`src/rtl/interrupt_controller.sv`:
```
`timescale 1ns/1ps
// Purpose: prioritised, maskable, nesting interrupt controller (edge capture, select, vector, in-service tracking).
// Latency: raw line high at edge k -> pending after k+2 -> irq/int_vector after k+3; ack retires the request at the next edge.
// Backpressure: a presented request holds (locked index) until int_ack; new edges keep accumulating in pending meanwhile.
//
// Ports:
//   clk, reset       rising-edge clock, asynchronous active-low reset
//   int_e            raw external interrupt lines (asynchronous to clk)
//   mask_we/_data    mask register write (1 enables a line)
//   int_ack          CPU call-interrupt cycle, acknowledges the presented request
//   int_eoi          CPU return-from-interrupt, retires the highest-priority in-service level
//   irq, int_vector  request and handler address to the control unit
//   pending          latched, not-yet-acknowledged edges
//   in_service       levels currently being serviced
//   mask             current mask register
//   spurious         sticky flag for an ack without request or an eoi without service
module interrupt_controller #(
    parameter int          N_LINES    = 8,
    parameter logic [9:0]  VEC_BASE   = 10'h3C0,
    parameter int          VEC_STRIDE = 8
) (
    input  logic               clk,
    input  logic               reset,
    input  logic [N_LINES-1:0] int_e,
    input  logic               mask_we,
    input  logic [N_LINES-1:0] mask_data,
    input  logic               int_ack,
    input  logic               int_eoi,
    output logic               irq,
    output logic [9:0]         int_vector,
    output logic [N_LINES-1:0] pending,
    output logic [N_LINES-1:0] in_service,
    output logic [N_LINES-1:0] mask,
    output logic               spurious
);

    localparam int IDX_W = (N_LINES > 1) ? $clog2(N_LINES) : 1;
    localparam logic [N_LINES-1:0] ONE = 1;

    typedef enum logic {
        ST_IDLE    = 1'b0,
        ST_REQUEST = 1'b1
    } state_t;

    state_t             state;
    state_t             state_nxt;
    logic [IDX_W-1:0]   cur_idx;

    // ------------------------------------------------------------------
    // Input capture: two synchroniser stages plus a previous-value stage.
    // ------------------------------------------------------------------
    logic [N_LINES-1:0] sync_s1;
    logic [N_LINES-1:0] sync_s2;
    logic [N_LINES-1:0] sync_s3;
    logic [N_LINES-1:0] edge_det;

    always_ff @(posedge clk or negedge reset) begin
        if (!reset) begin
            sync_s1 <= '0;
            sync_s2 <= '0;
            sync_s3 <= '0;
        end else begin
            sync_s1 <= int_e;
            sync_s2 <= sync_s1;
            sync_s3 <= sync_s2;
        end
    end

    // A level held high produces exactly one edge; it must drop to re-arm.
    assign edge_det = sync_s2 & ~sync_s3;

    // ------------------------------------------------------------------
    // Candidate selection.
    // ------------------------------------------------------------------
    logic [N_LINES-1:0] isr_lowest;   // one-hot of highest-priority level in service
    logic [N_LINES-1:0] prio_allow;   // lines strictly above that level
    logic [N_LINES-1:0] eligible;
    logic               cand_vld;
    logic [IDX_W-1:0]   cand_idx;

    // x & -x isolates the lowest set bit; subtracting one yields every
    // index below it, i.e. the strictly higher priorities.
    assign isr_lowest = in_service & (~in_service + ONE);
    assign prio_allow = (in_service == '0) ? '1 : (isr_lowest - ONE);
    assign eligible   = pending & mask & prio_allow;

    // Fixed priority encoder: index 0 wins.
    always_comb begin
        cand_vld = 1'b0;
        cand_idx = '0;
        for (int i = N_LINES - 1; i >= 0; i--) begin
            if (eligible[i]) begin
                cand_vld = 1'b1;
                cand_idx = IDX_W'(i);
            end
        end
    end

    // ------------------------------------------------------------------
    // Request FSM: state register / next-state / outputs.
    // ------------------------------------------------------------------
    always_ff @(posedge clk or negedge reset) begin
        if (!reset) begin
            state <= ST_IDLE;
        end else begin
            state <= state_nxt;
        end
    end

    always_comb begin
        state_nxt = state;
        unique case (state)
            ST_IDLE: begin
                if (cand_vld) begin
                    state_nxt = ST_REQUEST;
                end
            end
            ST_REQUEST: begin
                if (int_ack) begin
                    state_nxt = ST_IDLE;
                end
            end
            default: state_nxt = ST_IDLE;
        endcase
    end

    always_comb begin
        irq        = 1'b0;
        int_vector = '0;
        if (state == ST_REQUEST) begin
            irq        = 1'b1;
            // 10-bit arithmetic, wraps by construction.
            int_vector = VEC_BASE + (10'(cur_idx) * 10'(VEC_STRIDE));
        end
    end

    // The presented index is latched only on entry to REQUEST, so later
    // higher-priority edges or mask writes cannot retarget a request the
    // CPU may already be acting on.
    always_ff @(posedge clk or negedge reset) begin
        if (!reset) begin
            cur_idx <= '0;
        end else if (state == ST_IDLE && cand_vld) begin
            cur_idx <= cand_idx;
        end
    end

    // ------------------------------------------------------------------
    // Pending / in-service / mask / spurious.
    // ------------------------------------------------------------------
    logic               ack_take;
    logic [N_LINES-1:0] ack_onehot;
    logic [N_LINES-1:0] eoi_clr;
    logic               spur_set;

    assign ack_take   = int_ack && (state == ST_REQUEST);
    assign ack_onehot = ack_take ? (ONE << cur_idx) : '0;
    // eoi retires from the pre-ack in_service, so an ack+eoi in the same
    // cycle never retires the level being entered.
    assign eoi_clr    = int_eoi ? isr_lowest : '0;
    assign spur_set   = (int_ack && (state == ST_IDLE)) ||
                        (int_eoi && (in_service == '0));

    always_ff @(posedge clk or negedge reset) begin
        if (!reset) begin
            pending    <= '0;
            in_service <= '0;
            mask       <= '0;
            spurious   <= 1'b0;
        end else begin
            // A fresh edge on the acknowledged line wins over the clear.
            pending    <= (pending & ~ack_onehot) | edge_det;
            in_service <= (in_service & ~eoi_clr) | ack_onehot;
            if (mask_we) begin
                mask <= mask_data;
            end
            if (spur_set) begin
                spurious <= 1'b1;
            end
        end
    end

endmodule

```
`config.mk`:
```
export PLATFORM = sky130hd
export DESIGN_NAME = interrupt_controller
export DESIGN_NICKNAME = d
export VERILOG_FILES = /design/src/rtl/interrupt_controller.sv
export SDC_FILE = /design/constraint.sdc
export NUM_CORES = 1
export LEC_CHECK = 0
export BUFFER_PORTS_ARGS = -buffer_cell sky130_fd_sc_hd__buf_2
export CORE_UTILIZATION = 47
export CTS_BUF_LIST = sky130_fd_sc_hd__clkbuf_4 sky130_fd_sc_hd__clkbuf_8 sky130_fd_sc_hd__clkbuf_16
export DETAILED_ROUTE_END_ITERATION = 8
export GPL_TIMING_DRIVEN = 0
export PLACE_DENSITY_LB_ADDON = 0.1
export SETUP_SLACK_MARGIN = 0.05
export SKIP_LAST_GASP = 1
export SLEW_MARGIN = 0
export SYNTH_ARGS = -nofsm -noshare
export SYNTH_HDL_FRONTEND = slang
export SYNTH_SLANG_ARGS = --single-unit
```
`constraint.sdc`:
```
create_clock -name clk -period 1.8 [get_ports clk]
set_input_delay 0.45 -clock clk [delete_from_list [all_inputs] [get_ports clk]]
set_output_delay 0.45 -clock clk [all_outputs]
set_load 0.02 [all_outputs]
```
# After elaboration in Yosys (flattened, before gate mapping)
# Cells that the tools add are included.
[word_totals]
ff_bits = 53
output_inout_bits = 36
input_bits = 21
[classes]
n_mux = 24
addsub = 3
n_bitwise = 13
shifts = 1
reduce_logical = 6
[ops]
columns = ["operator", "n"]
rows = [
  ["8-bit AND", 6],
  ["8-bit NOT", 4],
  ["3-bit two-way mux", 8],
  ["8-bit two-way mux", 3],
  ["8-bit OR", 2],
  ["1-bit two-way mux", 11],
  ["10-bit two-way mux", 1],
  ["7-bit by 7-bit adder with 8-bit output (first input constant)", 1],
  ["8-bit by 1-bit adder with 8-bit output (second input constant)", 1],
  ["8-bit zero test", 1],
  ["1-bit by 3-bit << shifter with 8-bit output (first input constant)", 1],
  ["8-bit by 1-bit subtractor with 8-bit output (second input constant)", 1],
  ["1-bit logical AND", 4],
  ["1-bit case mux with 2 select lines", 1],
  ["1-bit logical OR", 1],
  ["1-bit NOT", 1],
]

# Depth between registers and ports, before layout
# Gate-level depths: netlist of run 1.
[logic_depth]
depth_word = 16
depth_mapped = 5
depth_no_buf = 5

# Least setup slack after synthesis of run 1
# No wires, ideal clock.
[synth_path]
path_type = "flip-flop to flip-flop"
startpoint = "reg in_service[2]"
endpoint = "reg cur_idx[0]"
arrival_time_ns = 1.647
path_slack_ns = 0.028
stages_incl_launch_ff = 6
n_path_buf = 0
required_time_ns = 1.675
path_cell_list = "dfrtp_1 or3_1 a2111o_1 a21oi_2 a21oi_2 mux2_4"
[synth_between]
elab_chain_cells = 15
[synth_rtl]
columns = ["element", "line_no", "rtl"]
rows = [
  ["from (decl)", "32", "output logic [N_LINES-1:0] in_service,"],
  ["from (signal assigned)", "173", "in_service <= (in_service & ~eoi_clr) | ack_onehot;"],
  ["8-bit NOT", "83", "assign isr_lowest = in_service & (~in_service + ONE);"],
  ["8-bit by 1-bit adder with 8-bit output", "83", ""],
  ["8-bit AND", "83", ""],
  ["8-bit by 1-bit subtractor with 8-bit output", "84", "assign prio_allow = (in_service == '0) ? '1 : (isr_lowest - ONE);"],
  ["8-bit two-way mux *", "84", ""],
  ["8-bit AND *", "85", "assign eligible = pending & mask & prio_allow;"],
  ["1-bit two-way mux (8 in series)", "92", "if (eligible[i]) begin"],
  ["1-bit logical AND", "143", "end else if (state == ST_IDLE && cand_vld) begin"],
  ["to (signal assigned)", "144", "cur_idx <= cand_idx;"],
  ["to (decl)", "47", "logic [IDX_W-1:0] cur_idx;"],
]
# Mark *: on every way between the ends. The rest lies on a longest branch, timed or not.
# A chain may end at the register's enable or synchronous reset.

# Worst setup path in the final report of run 1
# Ends and elaborated chain as after synthesis.

==> results of run 1 <==
## cells in the final DEF (no fill, tap or decap), types with 2 or more instances in the layout
cell type / netlist / final
sky130_fd_sc_hd__clkbuf_4: 0 / 2
sky130_fd_sc_hd__nand3_1: 3 / 3
sky130_fd_sc_hd__conb_1: 1 / 3
sky130_fd_sc_hd__a21oi_1: 6 / 6
sky130_fd_sc_hd__o21ai_1: 2 / 2
sky130_fd_sc_hd__buf_2: 0 / 52
sky130_fd_sc_hd__nor2b_1: 2 / 2
sky130_fd_sc_hd__mux2_2: 8 / 8
sky130_fd_sc_hd__nand2b_1: 2 / 2
sky130_fd_sc_hd__dfrtp_2: 0 / 4
sky130_fd_sc_hd__nand3b_1: 2 / 2
sky130_fd_sc_hd__a21oi_2: 2 / 2
sky130_fd_sc_hd__nor2_1: 6 / 6
sky130_fd_sc_hd__and2_1: 4 / 4
sky130_fd_sc_hd__clkbuf_8: 0 / 5
sky130_fd_sc_hd__o21ai_0: 13 / 13
sky130_fd_sc_hd__nand2_1: 29 / 29
sky130_fd_sc_hd__buf_4: 7 / 11
sky130_fd_sc_hd__dfrtp_1: 53 / 49
sky130_fd_sc_hd__and3b_1: 2 / 2
sky130_fd_sc_hd__inv_1: 11 / 11
## logic make-up (layout without fill, tap and decap cells)
kind of cell	Yosys count	after routing	share of synthesized area (%)
buf+inv	19	83	4.80
mux	9	9	5.17
other cells	1	3	0.185
compound gates	31	31	10.1
flops	53	53	65.3
simple gates	58	58	14.5
## stage by stage
step / cells / utilization (%)
after floorplan: 173 / -
after global placement: 275 / 57.9
after detailed placement: 275 / 57.9
after CTS: 287 / 61.0
after global routing: 287 / 61.4
final: 287 / 61.4
## cells in the mapped netlist (all sizes together) (3+ instances only)
| cell | number | area (um^2) |
|---|---|---|
| a21oi | 8 | 47.6 |
| and2 | 5 | 32.5 |
| buf | 7 | 52.6 |
| dfrtp | 53 | 1330 |
| inv | 11 | 41.3 |
| mux2 | 9 | 105 |
| nand2 | 30 | 115 |
| nand3 | 3 | 15.0 |
| nor2 | 6 | 22.5 |
| o21ai | 16 | 83.8 |
## registers in the layout, summed over array words and instances, names as in the netlist
register,cells
in_service,8
mask,8
pending,8
sync_s1,8
sync_s2,8
sync_s3,8
cur_idx,3
spurious,1
state,1
## worst max path at each step
stage / from / endpoint / slack [ps] / cells past startpoint
2_1_floorplan: in_service[2] / cur_idx[0] / 50 / 5
3_3_place_gp: in_service[2] / cur_idx[0] / 40 / 5
3_5_place_dp: in_service[2] / cur_idx[0] / 50 / 5
4_1_cts: in_service[2] / cur_idx[0] / 40 / 5
5_1_grt: in_service[2] / cur_idx[0] / -20 / 5
6_report: in_service[2] / cur_idx[0] / 20 / 5
## layer usage
metal / track usage, % / part of all wire [%]
met1: 22.8 / 44
met2: 30.8 / 50
met5: 0 / 0
met3: 4.56 / 4.9
met4: 8.24 / 1.4
## power by group through the flow
| stage | clock network, mW | logic [mW] | registers [mW] |
|---|---|---|---|
| global route | 0.737 | 2.06 | 1.77 |
| finish | 0.665 | 1.86 | 1.73 |
| CTS | 0.689 | 1.82 | 1.69 |
| detailed placement | 0 | 1.73 | 1.72 |
| floorplan | 0 | 1.07 | 1.87 |
| global placement | 0 | 1.71 | 1.70 |
## final cells by class
cell class | instances | area share [%]
Tap cell | 50 | 2.49
Sequential cell | 53 | 53.1
Timing Repair Buffer | 56 | 11.6
Multi-Input combinational cell | 101 | 25.3
Clock buffer | 7 | 3.34
Inverter | 11 | 1.65
Clock inverter | 1 | 0.299
Buffer | 8 | 2.24
## what timing repair did
item / 4_1_cts / 5_1_grt
hold buffers: 0 / 0
setup endpoints to repair: 1 / 8
setup buffers: 4 / 0
pin swaps: 1 / 1
resized for setup: 1 / 3
==> results.sh, run 1 <==
export IMPL_finalHoldViolations=0
export IMPL_maxCapViolCount=0
export IMPL_worstPathArrival_ps=1970
export IMPL_grt_util_all_layers_pct=18.6
export IMPL_finalClockSkew_ps=5.68
export IMPL_worst_hold_class="primary input to flip-flop"
export IMPL_power_density_mw_per_mm2=1700
export IMPL_power_share_sequential_pct=40.6
export IMPL_critPathRequiredTime_ps=1990
export IMPL_hold_path_end="sync_s1[1]"
export IMPL_rsz0062_at_grt="yes"
export IMPL_final_replace_weighted_congestion=0.863
export IMPL_regArea_mm2=0.00133
export IMPL_setup_worst_path_end_class="flip-flop"
export IMPL_chipHeight_um=67.8
export IMPL_hold_slack_ps=252
export IMPL_cts_inserted_buffers=5
export IMPL_timing_worst_setup_path_type="flip-flop to flip-flop"
export IMPL_cts_max_path_buffers=2
export IMPL_drv_slew=0
export IMPL_hpwl_um=2770
export IMPL_r2r_cells=5
export IMPL_power_leakage_nw=1.27
export IMPL_buffer_ports_inserted=52
export IMPL_postSynthCellCount=171
export IMPL_cpMaxStageDelayCell="sky130_fd_sc_hd__dfrtp_2"
export IMPL_placement_rows=23
export IMPL_initialDrtViolationCount=78
export IMPL_switchingPower_mw=1.70
export IMPL_post_syn_area_mm2=0.00203
export IMPL_gr_total_overflow=0
export IMPL_global_route_wire_length_before_repair_um=6120
export IMPL_antenna_cells_inserted=0
export IMPL_synth_warnings=0
export IMPL_worst_hold_startpoint="int_e[1]"
export IMPL_place_worst_setup_slack_ps=50.8
export IMPL_synth_async_reset_ratio_pct=100
export IMPL_detail_route_wl_per_cell_um=13.4
export IMPL_setup_reg_to_reg_worst_slack_ps=20
export IMPL_synth_seq_cells=53
export IMPL_totalPowerFinal_mw=4.25
export IMPL_top_level_ports=57
export IMPL_final_cell_area_mm2=0.00251
export IMPL_tritoncts_num_sinks=53
export IMPL_worst_path_dominant_cell_family="compound AO/OA/AOI/OAI gates"
export IMPL_post_route_cells_drive_above_1_share_pct=39.2
export IMPL_vdd_drop_max_v=0.000818
export IMPL_yosys_cell_types_count=35
export IMPL_final_setup_tns_ps=0
export IMPL_relative_contribution_of_the_clock_network_to_total_power_pct=15.6
export IMPL_finalSetupViolations=0
export IMPL_wl_um=3850
export IMPL_timing_rr_end="cur_idx[0]"
export IMPL_cpMostUsedCell="sky130_fd_sc_hd__a21oi_2"
export IMPL_power_switching_fraction_pct=40.0
export IMPL_antenna_found_initial=0
export IMPL_htree_num_levels=2
export IMPL_dr_total_vias=1430
export IMPL_timing_critical_path_buf_inv=0
export IMPL_tritoncts_clock_tree="built"
export IMPL_critical_path_startpoint_type="flip-flop"
export IMPL_finalWorstSetupSlack_ps=16.8
export IMPL_clkTransAtPathRegs_ps=90
export IMPL_layout_nets=257
export IMPL_postPlaceCellArea_mm2=0.00237
export IMPL_most_used_flip_flop_cell_after_synthesis="sky130_fd_sc_hd__dfrtp_1"
export IMPL_path_max_fanout=3
export IMPL_die_footprint_mm2=0.00459
export IMPL_synth_edff_count=0
export IMPL_area_growth_synth_to_final_pct=23.5
export IMPL_result_of_the_run="completed"
export IMPL_synthesis_area_per_instance_um2=11.9
export IMPL_layout_min_cycle_time_ps=1780
export IMPL_slew_headroom_pct=25.8
export IMPL_num_fill_cells=374
export IMPL_timing_fmax_mhz=561
export IMPL_worstSkewPairLatency_ps=300
export IMPL_worst_slew_pin_transition_ps=1110
export IMPL_worst_hold_path_num_cells=1
export IMPL_combinationalPowerShare_pct=43.7
export IMPL_first_pass_iters=4
export IMPL_core_area_mm2=0.00409
export IMPL_detail_route_antenna_nets=0
export IMPL_die_width_um=67.8
export IMPL_first_global_vias=1367
export IMPL_timing_critical_path_cells="or3_4 > a2111o_1 > a21oi_2 > a21oi_2 > mux2_4"
export IMPL_timing_rr_start="in_service[2]"
export IMPL_drc=0
export IMPL_final_period_utilization_pct=99.1
export IMPL_pin_count_of_the_biggest_net_entering_global_routing=54
export IMPL_footprint_of_the_multi_input_gates_um2=636
export IMPL_vias_per_cell=4.98
export IMPL_power_internal_mw=2.55
export IMPL_crit_path_max_incr_delay_ps=450
export IMPL_clk_root_buffer_cell="sky130_fd_sc_hd__clkbuf_8"
export IMPL_ys_seq_area_share_pct=65.3
export IMPL_start_util_pct=49.7
Note: power is estimated with default switching activity, not from simulation.
==> run 2: changes to the inputs <==
Clock period 1.8 ns to 2.15 ns, I/O delays scaled along.
==> run 2 against run 1 <==
  * Die area unchanged
  * Combinational power down 23%
  * Final cell count decreased by 1.4%
  * Worst hold slack better by 83 ps
  * Power fell by 19%
  * Utilization decreased by 1.0 points
  * Non-clock buffer count fell by 4
  * Count of clock-buffer cells in the layout did not move
  * Worst setup slack gained 340 ps
  * Register-to-register slack improved by 340 ps
  * Wire length fell by 6.2%
==> results.sh, run 2 (synthesized netlist as in run 1, its figures left out) <==
export IMPL_power_leakage_nw=1.26
export IMPL_timing_critical_path_cells="or3_1 > a2111o_1 > a21oi_2 > a21oi_2 > mux2_4"
export IMPL_start_util_pct=49.7
export IMPL_buffer_ports_inserted=52
export IMPL_cts_inserted_buffers=5
export IMPL_hold_slack_ps=336
export IMPL_die_footprint_mm2=0.00459
export IMPL_post_cts_repair_setup_buffers=0
export IMPL_cts_max_path_buffers=2
export IMPL_result_of_the_run="completed"
export IMPL_gr_total_overflow=0
export IMPL_post_route_cells_drive_above_1_share_pct=36.1
export IMPL_antenna_cells_inserted=0
export IMPL_worst_hold_class="primary input to flip-flop"
export IMPL_final_replace_weighted_congestion=0.858
export IMPL_clkTransAtPathRegs_ps=90
export IMPL_chipHeight_um=67.8
export IMPL_num_fill_cells=332
export IMPL_vias_per_cell=4.96
export IMPL_cts_hold_repair_buffers=0
export IMPL_rsz0062_at_grt="no"
export IMPL_slew_headroom_pct=26.2
export IMPL_drv_slew=0
export IMPL_cts_resized=0
export IMPL_detail_route_antenna_nets=0
export IMPL_htree_num_levels=2
export IMPL_path_max_fanout=6
export IMPL_top_level_ports=57
export IMPL_antenna_found_initial=0
export IMPL_clk_root_buffer_cell="sky130_fd_sc_hd__clkbuf_8"
export IMPL_dr_total_vias=1403
export IMPL_timing_worst_setup_path_type="flip-flop to flip-flop"
export IMPL_mostFrequentLayoutCell="sky130_fd_sc_hd__dfrtp_1"
export IMPL_layout_nets=253
export IMPL_grt_util_all_layers_pct=17.7
export IMPL_layout_min_cycle_time_ps=1790
export IMPL_cpMaxStageDelayCell="sky130_fd_sc_hd__dfrtp_1"
export IMPL_detail_route_wl_per_cell_um=12.7
export IMPL_final_period_utilization_pct=83.4
export IMPL_regArea_mm2=0.00133
export IMPL_wl_um=3610
export IMPL_initialDrtViolationCount=47
export IMPL_worst_path_dominant_cell_family="compound AO/OA/AOI/OAI gates"
export IMPL_first_pass_iters=4
export IMPL_final_setup_tns_ps=0
export IMPL_tritoncts_num_sinks=53
export IMPL_crit_path_max_incr_delay_ps=450
export IMPL_finalHoldViolations=0
export IMPL_timing_fmax_mhz=558
export IMPL_area_growth_synth_to_final_pct=21.4
export IMPL_global_route_wire_length_before_repair_um=5860
export IMPL_setup_worst_path_end_class="flip-flop"
export IMPL_core_area_mm2=0.00409
export IMPL_finalSetupViolations=0
export IMPL_maxCapViolCount=0
export IMPL_die_width_um=67.8
export IMPL_first_global_vias=1299
export IMPL_worst_slew_pin_transition_ps=1110
export IMPL_final_cell_mix="53 x sky130_fd_sc_hd__dfrtp_1, 52 x sky130_fd_sc_hd__buf_2, 29 x sky130_fd_sc_hd__nand2_1"
export IMPL_worstPathArrival_ps=1990
export IMPL_timing_critical_path_buf_inv=0
export IMPL_power_density_mw_per_mm2=1400
export IMPL_critical_path_startpoint_type="flip-flop"
export IMPL_critPathRequiredTime_ps=2350
export IMPL_footprint_of_the_multi_input_gates_um2=616
export IMPL_pin_count_of_the_biggest_net_entering_global_routing=54
export IMPL_worstSkewPairLatency_ps=300
export IMPL_hpwl_um=2680
export IMPL_drc=0
export IMPL_placement_rows=23
export IMPL_vdd_drop_max_v=0.000529
export IMPL_cpMostUsedCell="sky130_fd_sc_hd__a21oi_2"
export IMPL_finalClockSkew_ps=7.05
export IMPL_tritoncts_clock_tree="built"
## run 2: changes by cell type in the layout (fill, tap and decap cells not counted)
cell | before | now
sky130_fd_sc_hd__nor4_4 | 1 | 0
sky130_fd_sc_hd__clkbuf_4 | 2 | 0
sky130_fd_sc_hd__nor4_2 | 0 | 1
sky130_fd_sc_hd__clkinvlp_4 | 1 | 0
sky130_fd_sc_hd__dfrtp_2 | 4 | 0
sky130_fd_sc_hd__clkbuf_8 | 5 | 7
sky130_fd_sc_hd__or3_4 | 1 | 0
sky130_fd_sc_hd__or3_1 | 0 | 1
sky130_fd_sc_hd__nor3_4 | 1 | 0
sky130_fd_sc_hd__inv_6 | 0 | 1
sky130_fd_sc_hd__nor3_2 | 0 | 1
sky130_fd_sc_hd__dfrtp_1 | 49 | 53
sky130_fd_sc_hd__buf_4 | 11 | 7
## run 2: worst reg2reg max path, stage by stage (launching register included)
cell and delay [ps]:
sky130_fd_sc_hd__dfrtp_1 450, sky130_fd_sc_hd__or3_1 400, sky130_fd_sc_hd__a2111o_1 320, sky130_fd_sc_hd__a21oi_2 170, sky130_fd_sc_hd__a21oi_2 60, sky130_fd_sc_hd__mux2_4 290
## run 2: final cells by class
cell class	count	area share, %
timing repair buffer	52	10.5
clock inverter	1	0.355
inverter	11	1.67
sequential	53	53.8
clock buffer	7	3.90
multi-input combinational	101	24.9
tap	50	2.54
buffer	8	2.28
## run 2: metal layers
layer,wire length [um],part of all wire (%),up-vias,track usage [%]
li1,-,-,683,-
met1,1590,44,666,22.0
met2,1730,48,47,28.3
met3,204,5.7,7,5.07
met4,77,2.1,0,8.51
met5,0,0,-,0
## run 2: worst paths after layout
path	startpoint	to	slack, ps	cells past startpoint
setup reg to reg	in_service[1]	cur_idx[0]	360	5
min in group asynchronous	reset	sync_s3[1]	430	1
max in group asynchronous	reset	in_service[7]	1030	1
hold / removal	int_e[7]	sync_s1[7]	340	1
hold reg to reg	sync_s1[3]	sync_s2[3]	360	0
setup / recovery	in_service[1]	cur_idx[0]	360	5
## run 2: power breakdown
group / total, mW / internal [mW] / leakage (nW) / switching [mW]
Sequential: 1.41 / 1.19 / 0.613 / 0.222
Clock: 0.607 / 0.297 / 0.0549 / 0.309
Combinational: 1.44 / 0.596 / 0.594 / 0.849
Total: 3.46 / 2.08 / 1.26 / 1.38
## run 2: stage by stage
step	setup WS [ps]	total power [mW]	instances	util [%]	cell area, um^2
floorplan	378	2.46	173	-	2040
global placement	390	2.85	275	57.8	2360
detailed placement	386	2.88	275	57.8	2360
CTS	364	3.50	283	60.4	2470
global route	233	3.72	283	60.4	2470
finish	357	3.46	283	60.4	2470
==> run 3: changes to the inputs <==
Settings changed: CORE_UTILIZATION 47 to 46.
Clock period 2.15 ns to 1.6 ns, I/O delays scaled along.
==> run 3 against run 2 <==
  * The run now ends with negative setup slack left
  * Utilization up 1.1 points
  * Cell area up 2.5%
  * Worst hold slack worse by 130 ps
  * Sequential share of layout area down 1.1 points
  * Via count up 1.6%
  * Power up 42%
  * Non-clock buffer count up 5
  * Combinational power up 56%
  * First-iteration DRC count up 51%
  * Fmax about the same
  * Critical endpoint unchanged
==> results.sh, run 3 (synthesized netlist as in run 1, its figures left out) <==
export IMPL_failed_checks="negative setup slack"
export IMPL_drc=0
export IMPL_mostFrequentLayoutCell="sky130_fd_sc_hd__buf_2"
export IMPL_buffer_ports_inserted=52
export IMPL_finalClockSkew_ps=5.45
export IMPL_clkTransAtPathRegs_ps=90
export IMPL_layout_nets=258
export IMPL_final_replace_weighted_congestion=0.846
export IMPL_setup_worst_path_end_class="flip-flop"
export IMPL_power_leakage_nw=1.28
export IMPL_maxCapViolCount=0
export IMPL_pin_count_of_the_biggest_net_entering_global_routing=54
export IMPL_timing_worst_setup_path_type="flip-flop to flip-flop"
export IMPL_setup_reg_to_reg_worst_slack_ps=-190
export IMPL_layout_min_cycle_time_ps=1790
export IMPL_clk_root_buffer_cell="sky130_fd_sc_hd__clkbuf_8"
export IMPL_hpwl_um=2810
export IMPL_worst_slew_pin_transition_ps=1090
export IMPL_dr_total_vias=1425
export IMPL_vdd_drop_max_v=0.000682
export IMPL_htree_num_levels=2
export IMPL_tritoncts_clock_tree="built"
export IMPL_drv_slew=0
export IMPL_worst_hold_class="primary input to flip-flop"
export IMPL_power_density_mw_per_mm2=1940
export IMPL_totalPowerFinal_mw=4.91
export IMPL_worstPathArrival_ps=1980
export IMPL_die_width_um=68.5
export IMPL_vias_per_cell=4.95
export IMPL_r2r_cells=5
export IMPL_final_period_utilization_pct=112
export IMPL_die_footprint_mm2=0.00469
export IMPL_start_util_pct=49.4
export IMPL_worstSkewPairLatency_ps=290
export IMPL_gr_total_overflow=0
export IMPL_rsz0062_at_grt="yes"
export IMPL_placement_rows=23
export IMPL_critPathRequiredTime_ps=1790
export IMPL_finalHoldViolations=0
export IMPL_area_growth_synth_to_final_pct=24.4
export IMPL_timing_fmax_mhz=558
export IMPL_slew_headroom_pct=27.3
export IMPL_final_cell_mix="52 x sky130_fd_sc_hd__buf_2, 49 x sky130_fd_sc_hd__dfrtp_1, 29 x sky130_fd_sc_hd__nand2_1"
export IMPL_finalSetupViolations=2
export IMPL_wl_um=3780
export IMPL_critical_path_startpoint_type="flip-flop"
export IMPL_cts_hold_repair_buffers=0
export IMPL_path_max_fanout=4
export IMPL_detail_route_antenna_nets=0
export IMPL_final_setup_tns_ps=-257
export IMPL_cts_inserted_buffers=5
export IMPL_first_pass_iters=7
export IMPL_top_level_ports=57
export IMPL_cts_max_path_buffers=2
export IMPL_tritoncts_num_sinks=53
export IMPL_result_of_the_run="finished with violations"
export IMPL_antenna_found_initial=0
export IMPL_initialDrtViolationCount=71
export IMPL_finalWorstSetupSlack_ps=-191
export IMPL_critical_path_endpoint="cur_idx[0]"
export IMPL_grt_util_all_layers_pct=18.3
export IMPL_core_area_mm2=0.00412
export IMPL_chipHeight_um=68.5
export IMPL_hold_slack_ps=205
export IMPL_detail_route_wl_per_cell_um=13.1
export IMPL_first_global_vias=1364
export IMPL_timing_critical_path_from="in_service[2]"
export IMPL_timing_rr_start="in_service[2]"
export IMPL_post_route_cells_drive_above_1_share_pct=39.5
export IMPL_global_route_wire_length_before_repair_um=6090
export IMPL_antenna_cells_inserted=0
export IMPL_timing_rr_end="cur_idx[0]"
export IMPL_num_fill_cells=354
==> run 3: cell types whose count changed in the layout (fill, tap and decap cells not counted), moves of 2 or more <==
cell	change
sky130_fd_sc_hd__clkbuf_4	+2
sky130_fd_sc_hd__dfrtp_2	+4
sky130_fd_sc_hd__buf_4	+4
sky130_fd_sc_hd__clkbuf_8	-2
sky130_fd_sc_hd__dfrtp_1	-4
==> run 3: what timing repair did <==
action                                  CTS  global route
resized for setup                         2             3
endpoints found under the setup margin   12            15
pin swaps                                 2             1
buffers inserted                          0             5
cloned                                    0             0
==> run 3: final cells by class <==
type | instances | area (um^2) | area share, %
sequential | 53 | 1330 | 52.6
multi-input combinational | 101 | 636 | 25.1
timing repair buffer | 57 | 310 | 12.3
clock buffer | 7 | 83.8 | 3.32
tap | 50 | 62.6 | 2.47
buffer | 8 | 56.3 | 2.23
inverter | 11 | 41.3 | 1.63
clock inverter | 1 | 7.51 | 0.297
==> run 3: worst max-delay path: stages (launching register included) <==
cell and delay, ps:
sky130_fd_sc_hd__dfrtp_2 450, sky130_fd_sc_hd__or3_4 400, sky130_fd_sc_hd__a2111o_1 310, sky130_fd_sc_hd__a21oi_2 160, sky130_fd_sc_hd__a21oi_2 60, sky130_fd_sc_hd__mux2_4 290
==> run 3: how the worst min path moves through the flow <==
stage	startpoint	endpoint	slack [ps]	depth (start not counted)
6_report	int_e[6]	sync_s1[6]	200	1
5_1_grt	int_e[1]	sync_s1[1]	180	1
3_3_place_gp	sync_s1[7]	sync_s2[7]	330	0
3_5_place_dp	sync_s1[5]	sync_s2[5]	340	0
2_1_floorplan	reset	cur_idx[0]	100	0
4_1_cts	int_e[6]	sync_s1[6]	190	1
==> run 3: where the power goes <==
group	switching (mW)	internal, mW	total [mW]
registers	0.323	1.61	1.93
clock network	0.395	0.344	0.739
logic	1.21	1.03	2.24
==> run 3: through the flow <==
stage	instances	utilization (%)	instance area (um^2)	worst slack, ps
final	288	61.4	2530	-191
after global routing	288	61.4	2530	-242
after CTS	283	59.9	2460	-191
after detailed placement	275	57.5	2370	-174
after global placement	275	57.5	2370	-164
after floorplan	173	-	2040	-149
==> run 3: routing by layer <==
metal / vias up / GRT usage (%) / share of wire (%)
met2: 42 / 30.5 / 50
met5: - / 0 / 0
met3: 4 / 4.50 / 4.1
li1: 693 / - / -
met4: 0 / 7.03 / 0.85
met1: 686 / 22.7 / 45
